$ cat src/rtl/boot_pkg.sv
// Shared types and defaults for the boot ROM overlay sequencer.
package boot_pkg;

  typedef enum logic [1:0] {
    HOLD    = 2'd0,
    OVERLAY = 2'd1,
    DRAIN   = 2'd2,
    OFF     = 2'd3
  } boot_state_e;

  localparam logic [14:0] ROM_BASE_DEF     = 15'o07400;
  localparam logic [14:0] ROM_LIMIT_DEF    = 15'o07577;
  localparam logic [14:0] EXIT_ADDR_DEF    = 15'o07415;
  localparam int unsigned HOLD_CYCLES_DEF  = 4;
  localparam int unsigned DRAIN_CYCLES_DEF = 6;

  // The counter only ever holds N-1, so $clog2(N) bits are enough.
  function automatic int cnt_width(input int unsigned hold, input int unsigned drain);
    int unsigned m;
    int          w;
    m = (hold > drain) ? hold : drain;
    w = $clog2(m);
    return (w < 1) ? 1 : w;
  endfunction

  localparam int CNT_W_DEF = cnt_width(HOLD_CYCLES_DEF, DRAIN_CYCLES_DEF);

endpackage

$ cat src/rtl/boot_delay_cnt.sv
// Loadable down-counter with zero flag, shared by the HOLD and DRAIN phases.
module boot_delay_cnt #(
  parameter int             W       = 3,
  parameter logic [W-1:0]   RST_VAL = '0
) (
  input  logic         clk,
  input  logic         reset_n,
  input  logic         i_load,
  input  logic [W-1:0] i_load_val,
  input  logic         i_dec,
  output logic         o_zero
);

  logic [W-1:0] r_cnt;

  // NOTE: sequential state uses non-blocking assignments so every flop
  // samples pre-edge values regardless of block ordering.
  always_ff @(posedge clk or negedge reset_n) begin
    if (!reset_n) begin
      r_cnt <= RST_VAL;
    end else if (i_load) begin
      r_cnt <= i_load_val;
    end else if (i_dec && (r_cnt != '0)) begin
      r_cnt <= r_cnt - 1'b1;
    end
  end

  assign o_zero = (r_cnt == '0);

endmodule

$ cat src/rtl/boot_overlay_ctl.sv
// Boot ROM overlay sequencer: holds the CPU, maps the ROM window, retires it
// after the exit fetch, and steers CPU reads to ROM or RAM with 1-cycle latency.
module boot_overlay_ctl
  import boot_pkg::*;
#(
  parameter logic [14:0] ROM_BASE     = ROM_BASE_DEF,
  parameter logic [14:0] ROM_LIMIT    = ROM_LIMIT_DEF,
  parameter logic [14:0] EXIT_ADDR    = EXIT_ADDR_DEF,
  parameter int unsigned HOLD_CYCLES  = HOLD_CYCLES_DEF,
  parameter int unsigned DRAIN_CYCLES = DRAIN_CYCLES_DEF
) (
  input  logic        clk,
  input  logic        reset_n,
  input  logic        boot_req,
  input  logic [14:0] cpu_addr,
  input  logic        cpu_rd,
  input  logic        cpu_wr,
  input  logic [11:0] rom_data,
  input  logic [11:0] ram_data,
  output logic        rom_rd,
  output logic        ram_rd,
  output logic        ram_wr,
  output logic [11:0] cpu_data,
  output logic        cpu_rd_valid,
  output logic        cpu_hold,
  output logic        overlay_active
);

  localparam int           CNT_W    = cnt_width(HOLD_CYCLES, DRAIN_CYCLES);
  localparam logic [CNT_W-1:0] HOLD_LD  = CNT_W'(HOLD_CYCLES - 1);
  localparam logic [CNT_W-1:0] DRAIN_LD = CNT_W'(DRAIN_CYCLES - 1);

  boot_state_e      r_state;
  boot_state_e      w_state_nxt;
  logic             w_load;
  logic [CNT_W-1:0] w_load_val;
  logic             w_dec;
  logic             w_zero;
  logic             w_rd_req;
  logic             w_in_win;
  logic             w_rom_sel;
  logic             w_exit;
  logic             r_rd_valid;
  logic [11:0]      r_cpu_data;

  // A simultaneous write suppresses the read entirely.
  assign w_rd_req  = cpu_rd & ~cpu_wr;
  assign w_in_win  = (cpu_addr >= ROM_BASE) && (cpu_addr <= ROM_LIMIT);
  assign w_exit    = w_rd_req && (cpu_addr == EXIT_ADDR);
  assign w_rom_sel = overlay_active & w_in_win;

  assign rom_rd = w_rd_req &  w_rom_sel;
  assign ram_rd = w_rd_req & ~w_rom_sel;
  assign ram_wr = cpu_wr;

  assign cpu_hold       = (r_state == HOLD);
  assign overlay_active = (r_state != OFF);
  assign cpu_data       = r_cpu_data;
  assign cpu_rd_valid   = r_rd_valid;

  boot_delay_cnt #(
    .W       (CNT_W),
    .RST_VAL (HOLD_LD)
  ) u_delay_cnt (
    .clk        (clk),
    .reset_n    (reset_n),
    .i_load     (w_load),
    .i_load_val (w_load_val),
    .i_dec      (w_dec),
    .o_zero     (w_zero)
  );

  always_ff @(posedge clk or negedge reset_n) begin
    if (!reset_n) r_state <= HOLD;
    else          r_state <= w_state_nxt;
  end

  // NOTE: every signal driven here gets a default first, so no path leaves
  // one unassigned and no latch is inferred.
  always_comb begin
    w_state_nxt = r_state;
    w_load      = 1'b0;
    w_load_val  = HOLD_LD;
    w_dec       = 1'b0;
    if (boot_req) begin
      w_state_nxt = HOLD;
      w_load      = 1'b1;
    end else begin
      case (r_state)
        HOLD: begin
          if (w_zero) w_state_nxt = OVERLAY;
          else        w_dec       = 1'b1;
        end
        OVERLAY: begin
          if (w_exit) begin
            w_state_nxt = DRAIN;
            w_load      = 1'b1;
            w_load_val  = DRAIN_LD;
          end
        end
        DRAIN: begin
          if (w_zero) w_state_nxt = OFF;
          else        w_dec       = 1'b1;
        end
        default: w_state_nxt = OFF;
      endcase
    end
  end

  // Source is chosen from the request-cycle state, so a read on the edge
  // that retires the overlay still captures ROM data.
  always_ff @(posedge clk or negedge reset_n) begin
    if (!reset_n) begin
      r_rd_valid <= 1'b0;
      r_cpu_data <= '0;
    end else begin
      r_rd_valid <= w_rd_req;
      if (rom_rd)      r_cpu_data <= rom_data;
      else if (ram_rd) r_cpu_data <= ram_data;
    end
  end

endmodule

$ cat config.mk
export PLATFORM = sky130hd
export DESIGN_NAME = boot_overlay_ctl
export DESIGN_NICKNAME = d
export VERILOG_FILES = /design/src/rtl/boot_pkg.sv /design/src/rtl/boot_delay_cnt.sv /design/src/rtl/boot_overlay_ctl.sv
export SDC_FILE = /design/constraint.sdc
export NUM_CORES = 1
export LEC_CHECK = 0
export CORE_ASPECT_RATIO = 1.1
export CORE_MARGIN = 2
export CORE_UTILIZATION = 36
export CTS_CLUSTER_DIAMETER = 120
export DETAILED_ROUTE_END_ITERATION = 12
export PLACE_DENSITY = 0.76
export RECOVER_POWER = 100
export SLEW_MARGIN = 25
export SYNTH_ARGS = -nofsm -noshare
export SYNTH_HDL_FRONTEND = slang
export SYNTH_SLANG_ARGS = --single-unit
export TNS_END_PERCENT = 100
$ cat constraint.sdc
create_clock -name clk -period 2 [get_ports clk]
set_input_delay 0.4 -clock clk [delete_from_list [all_inputs] [get_ports clk]]
set_output_delay 0.4 -clock clk [all_outputs]
set_load 0.02 [all_outputs]
# Word-level counts from Yosys, hierarchy flattened
# Index checks and enable logic that the tools add are counted.
op_classes:
  n_addsub: 1
  order_cmp: 2
  eq_ne: 7
  muxes: 18
  bitwise: 6
  n_reduce_logical: 10
op_table:
  columns: ["operator", "count"]
  rows:
  - ["12-bit two-way mux", 2]
  - ["15-bit by 12-bit == test with 1-bit output (second input constant)", 1]
  - ["15-bit by 12-bit >= comparator with 1-bit output (second input constant)", 1]
  - ["15-bit by 12-bit less-or-equal comparator with 1-bit output (second input constant)", 1]
  - ["3-bit two-way mux", 5]
  - ["2-bit two-way mux", 4]
  - ["1-bit two-way mux", 6]
  - ["3-bit by 2-bit != test with 1-bit output (second input constant)", 2]
  - ["2-bit one-hot mux with 3 select lines", 1]
  - ["1-bit bitwise AND", 4]
  - ["2-bit nonzero test", 2]
  - ["1-bit logical AND", 3]
  - ["3-bit logical NOT", 1]
  - ["3-bit != test (second input constant)", 1]
  - ["3-bit AND reduction", 1]
  - ["3-bit nonzero test", 1]
  - ["3-bit by 1-bit subtractor with 3-bit output (second input constant)", 1]
  - ["2-bit by 1-bit == test with 1-bit output (second input constant)", 1]
  - ["2-bit == test (second input constant)", 1]
  - ["2-bit logical NOT", 1]
  - ["2-bit != test (second input constant)", 1]
  - ["1-bit inverter", 2]
  - ["2-bit OR reduction", 1]
word_totals:
  regBits: 18
  in_bits: 44
  output_inout_bits: 18
  elab_cells: 48

# Logic depth before layout (Yosys ltp)
depth:
  depth_word: 7
  depth_mapped: 6
  ltp_nobuf: 6

# Modules after synthesis
# From an unflattened synthesis, not the netlist that was laid out.
unflattened:
  cells_unflattened: 121
  area_unflattened_um2: 1101.1
by_module_without_submodules:
  columns: ["mod", "n_inst", "cells_per_inst", "area_per_inst_um2", "seq_area_each_um2"]
  rows:
  - ["boot_overlay_ctl", 1, 102, 908.4, 375.4]
  - ["boot_delay_cnt", 1, 19, 192.7, 77.6]

# Least setup slack after synthesis
# No wires, ideal clock.
synth_timing:
  path_kind: "reg-to-output"
  startpoint: "reg r_state[1]"
  endpoint: "out ram_rd"
  t_arrival_ps: 1278
  required_time_ps: 1600
  path_slack_ps: 322
  path_stages_with_launch: 5
  path_buffers: 1
  cell_sequence: "dfrtp_1 a211oi_2 nand4_4 buf_6 and2_1"
synth_via:
  elab_chain_cells: 4
synth_lines:
  columns: ["element", "line_no", "rtl"]
  rows:
  - ["from (decl)", "boot_overlay_ctl.sv:33", "boot_state_e r_state;"]
  - ["from (signal assigned)", "boot_overlay_ctl.sv:75", "else r_state <= w_state_nxt;"]
  - ["2-bit != test", "boot_overlay_ctl.sv:57", "assign overlay_active = (r_state != OFF);"]
  - ["1-bit bitwise AND", "boot_overlay_ctl.sv:50", "assign w_rom_sel = overlay_active & w_in_win;"]
  - ["1-bit inverter", "boot_overlay_ctl.sv:53", "assign ram_rd = w_rd_req & ~w_rom_sel;"]
  - ["1-bit bitwise AND", "boot_overlay_ctl.sv:53", null]
  - ["to (decl)", "boot_overlay_ctl.sv:21", "output logic ram_rd,"]
# No other way between the ends.

# Final worst setup path
layout_timing:
  startpoint: "in cpu_addr[11]"
  endpoint: "out ram_rd"
layout_via:
  elab_chain_cells: 5
layout_lines:
  columns: ["element", "line_no", "rtl"]
  rows:
  - ["from (decl)", "boot_overlay_ctl.sv:15", "input logic [14:0] cpu_addr,"]
  - ["15-bit by 12-bit >= comparator with 1-bit output or 15-bit by 12-bit less-or-equal comparator with 1-bit output (tied branches)", "boot_overlay_ctl.sv:48", "assign w_in_win = (cpu_addr >= ROM_BASE) && (cpu_addr <= ROM_LIMIT);"]
  - ["1-bit logical AND *", "boot_overlay_ctl.sv:48", null]
  - ["1-bit bitwise AND *", "boot_overlay_ctl.sv:50", null]
  - ["1-bit inverter *", "boot_overlay_ctl.sv:53", null]
  - ["1-bit bitwise AND *", "boot_overlay_ctl.sv:53", null]
# Every way passes the cells marked *; elsewhere a longest branch is shown, timed or not.

==> parameters.txt <==
Parameter                              Value

Place
  Number of input and output port buffers inserted ... 61
  Hpwl dp ... ~2.1 mm
  Routability congestion estimate ... 0.7417
  Area post-placement ... about 0.0017 mm²

Floorplanning
  Initial standard-cell utilization of the core ... 0.3876
  Floorplan die width ... 53.90 µm
  Rows ... 19
  Die area ... 0.003174 mm²
  Core ar. ... ~0.0025 mm²
  Height of the die ... 58.89 µm
  I/O pin count ... 62

Synthesis
  Count of cell types in the netlist ... 33
  Count of state elements after synthesis ... 18
  Synth top area share ... 0.4061
  Yosys Warn Count ... 0
  Synth Net Count ... 142
  Portion of the post-synthesis area used by sequential elements ... 0.4594
  Most instantiated flip-flop cell in the synthesis netlist ... dfrtp_1
  Biggest area consumer among synthesized cells ... dfrtp_1
  Synth Instances ... 96
  Syn Std Cell Area ... 985.9 µm²
  Average footprint of a synthesized cell ... 10.27 µm²
  Share of flip-flops with an asynchronous set or reset after synthesis ... 1.000
  Top cells by area in the synthesized netlist ... dfrtp_1 (41%), mux2i_1 (12%), a21oi_1 (7.1%)
  Number of synthesized flops with an enable pin ... 0

Worst setup path
  Type of the worst setup path ... input port to output pin
  Peak fanout along the critical path ... 3
  CP Capture Type ... output pin
  Slowest stage cell on the critical path ... clkdlybuf4s50_1
  Buffering stage count on the worst path with inverters included ... 2
  Kind of start point of the critical path ... input port
  Required time worst endpoint ... between 1.5 and 2 ns
  Series of cell instances along the critical path ... clkdlybuf4s50_1, and3_1, nand4_4, and2_0, buf_4
  Largest delay share family, worst path ... buffers and inverters
  Stage delay of the slowest cell on the critical path ... ~0.5 ns
  Signal arrival time at the worst endpoint ... 1.55 ns

Global route
  Number of antenna violations at the first check in global routing ... 0
  Pin count of the biggest net entering global routing ... 26
  Global router's overall resource usage ... 0.1786
  Wire length of the first global-routing pass ... 4.160 mm
  Via count of the first global-routing pass ... 1,012
  GR Overflow Total ... 0

Drt
  Via/cell ratio ... a little under 5
  Total wire length ... between 2 and 3 mm
  1st-iter DRT viols ... 7
  Remaining routing DRC violations ... 0
  Vias ... 970
  ANT nets after route ... 0
  First-pass iteration count of the detailed router ... 3
  Routed wire length per instance ... 13.09 µm

Clocking
  Clock buffer count from CTS ... 3
  Sinks on Clock Net ... 18
  Clock H-tree levels ... 1
  TritonCTS clock tree ... yes
  Clock Latency Late Sink ... roughly 0.3 ns
  Number of buffers on the longest clock path ... 2
  Root cell of the clock tree ... clkbuf_4
  Hold bufs inserted after CTS ... 0
  Clk pin slew, worst setup/hold paths ... 0.10 ns

Power and ir drop
  Internal portion of total power ... 745.3 µW
  Pleak ... between 0.0007 and 0.0008 µW
  Net Sw Frac ... 0.3071
  Pwr per Cell Area ... between 600 and 700 mW/mm²
  Seq pwr share ... 0.428
  Clk pwr share ... 0.208
  P_sw ... 330.3 µW
  Comb pwr share ... 0.364
  Worst voltage drop across the vdd grid ... 0.5157 mV
  Design Power ... 1076 µW

Timing
  Final worst clock skew ... 0.001312 ns
  Count of endpoints failing setup in the final report ... 0
  Share of the cycle needed by the critical path after routing ... 0.9750
  Tightest Pin Transition ... approximately 0.9 ns
  Minimum period implied by the final worst setup slack ... about 2 ns
  Relative slew slack ... 0.3851
  Final hold violation count ... 0
  Number of pins exceeding their max-slew limit in the final report ... 0
  Max frequency ... 0.5128 GHz
  WHS ... 0.5346 ns

Run
  Number of maximum-capacitance constraint violations ... 0

Finish
  Final net count ... 213
  Layout cell share with drive strength beyond 1 ... 0.1325
  Filler cells ... 208
  Final design area excluding fillers ... 0.001699 mm²
  Final Core Density ... 0.6680
  Relative area change from synthesis to final layout ... 72.33%
  Count of antenna diodes in the layout ... 0

Outcome
  Status ... complete, no violations

Hold path
  Path type of the worst min-delay path ... flop to flop
==> cell type report <==
| type | count | area (µm²) | area share |
|---|---|---|---|
| Sequential cell | 18 | 452.9 | 0.2666 |
| Timing Repair Buffer | 70 | 655.6 | 0.3859 |
| Tap cell | 31 | 38.79 | 0.02283 |
| Inverter | 6 | 22.52 | 0.01325 |
| Clock buffer | 4 | 36.28 | 0.02135 |
| Multi-Input combinational cell | 68 | 493.0 | 0.2901 |
==> metrics by stage <==
| stage | std cells | TNS [ns] | setup slack, ns |
|---|---|---|---|
| 6_report | 197 | 0 | 0.05000 |
| 2_1_floorplan | 96 | 0 | 0.3221 |
| 3_3_place_gp | 192 | -1.074 | -0.5807 |
| 3_5_place_dp | 192 | -1.505 | -0.6880 |
| 5_1_grt | 197 | -0.01601 | -0.01601 |
| 4_1_cts | 197 | -0.02234 | -0.02234 |
==> layer usage <==
| metal | share of wire | vias up | wire length, µm | track usage |
|---|---|---|---|---|
| met1 | 0.36 | 445 | 922 | 0.1808 |
| met2 | 0.53 | 44 | 1357 | 0.3345 |
| met4 | 0.012 | 0 | 30 | 0.05495 |
| li1 | - | 478 | - | - |
| met5 | 0 | - | 0 | 0 |
| met3 | 0.10 | 3 | 268 | 0.05838 |
==> placed cells by master, fill, tap and decap left out, types with 2 or more instances in the layout <==
master           synthesis  final
dfrtp_1                 16     16
dlygate4sd2_1            0      2
a21oi_1                 14     14
nor4_1                   1      2
dfstp_2                  2      2
buf_4                    1      8
nand2_1                  2      2
nor2_1                  16     16
clkdlybuf4s50_1          0     38
mux2i_1                 12     12
ha_1                     2      2
dlygate4sd3_1            0     15
inv_1                    5      5
clkbuf_4                 0      4
clkbuf_2                 0      2
clkbuf_1                 2      2
nor4b_4                  1      2
o31ai_1                  2      2
==> power groups by stage <==
stage | clock network (µW) | registers [µW] | logic [µW]
after global routing | 250 | 467 | 441
after detailed placement | 0 | 470 | 415
after floorplan | 0 | 509 | 154
final | 224 | 460 | 391
after CTS | 233 | 463 | 415
after global placement | 0 | 465 | 400
==> cell usage after synthesis (all sizes together), types with 2 or more instances <==
cell	n
mux2i	12
nor4	2
inv	5
nand3	2
dfrtp	16
o31ai	2
ha	2
clkbuf	2
nand2	2
a21oi	14
nor2	16
nor4b	2
buf	2
dfstp	2
==> state kept, by name (all words and copies together) (netlist names) <==
name               cells
cpu_data              12
cpu_rd_valid           1
r_state                2
u_delay_cnt.r_cnt      3
==> tightest hold or removal path, delay by kind of cell, from the launching register on <==
family             cells  cell delay, ns
AOI/OAI and AO/OA      1            0.10
DFF                    1            0.35
and+or+nand+nor        1            0.05
==> logic make-up after synthesis <==
logic type / count (synthesis) / synth area share
buffers and inverters: 10 / 0.04950
and+or+nand+nor: 34 / 0.2208
DFF: 18 / 0.4594
xor gates and xnor gates: 1 / 0.008885
AOI/OAI and AO/OA: 19 / 0.1142
muxes: 12 / 0.1218
adders and majority gates: 2 / 0.02538
==> final timing paths <==
| check | startpoint | to | slack [ns] | cells after the start |
|---|---|---|---|---|
| max reg2reg | u_delay_cnt.r_cnt[0] | u_delay_cnt.r_cnt[1] | 0.42 | 5 |
| min | cpu_data[10] | cpu_data[10] | 0.53 | 2 |
| min reg2reg | cpu_data[10] | cpu_data[10] | 0.53 | 2 |
| min in group asynchronous | reset_n | r_state[0] | 0.75 | 2 |
| max in group asynchronous | reset_n | cpu_data[4] | 0.69 | 2 |
| max | cpu_addr[11] | ram_rd | 0.05 | 5 |
==> repair_timing <==
action | 4_1_cts | 5_1_grt
hold endpoints to repair | 0 | 0
resized for setup | 15 | 6
buffers inserted | 1 | 0
pin swaps | 2 | 2
endpoints found under the setup margin | 2 | 2
No activity file was read; power rests on OpenSTA's default activity.
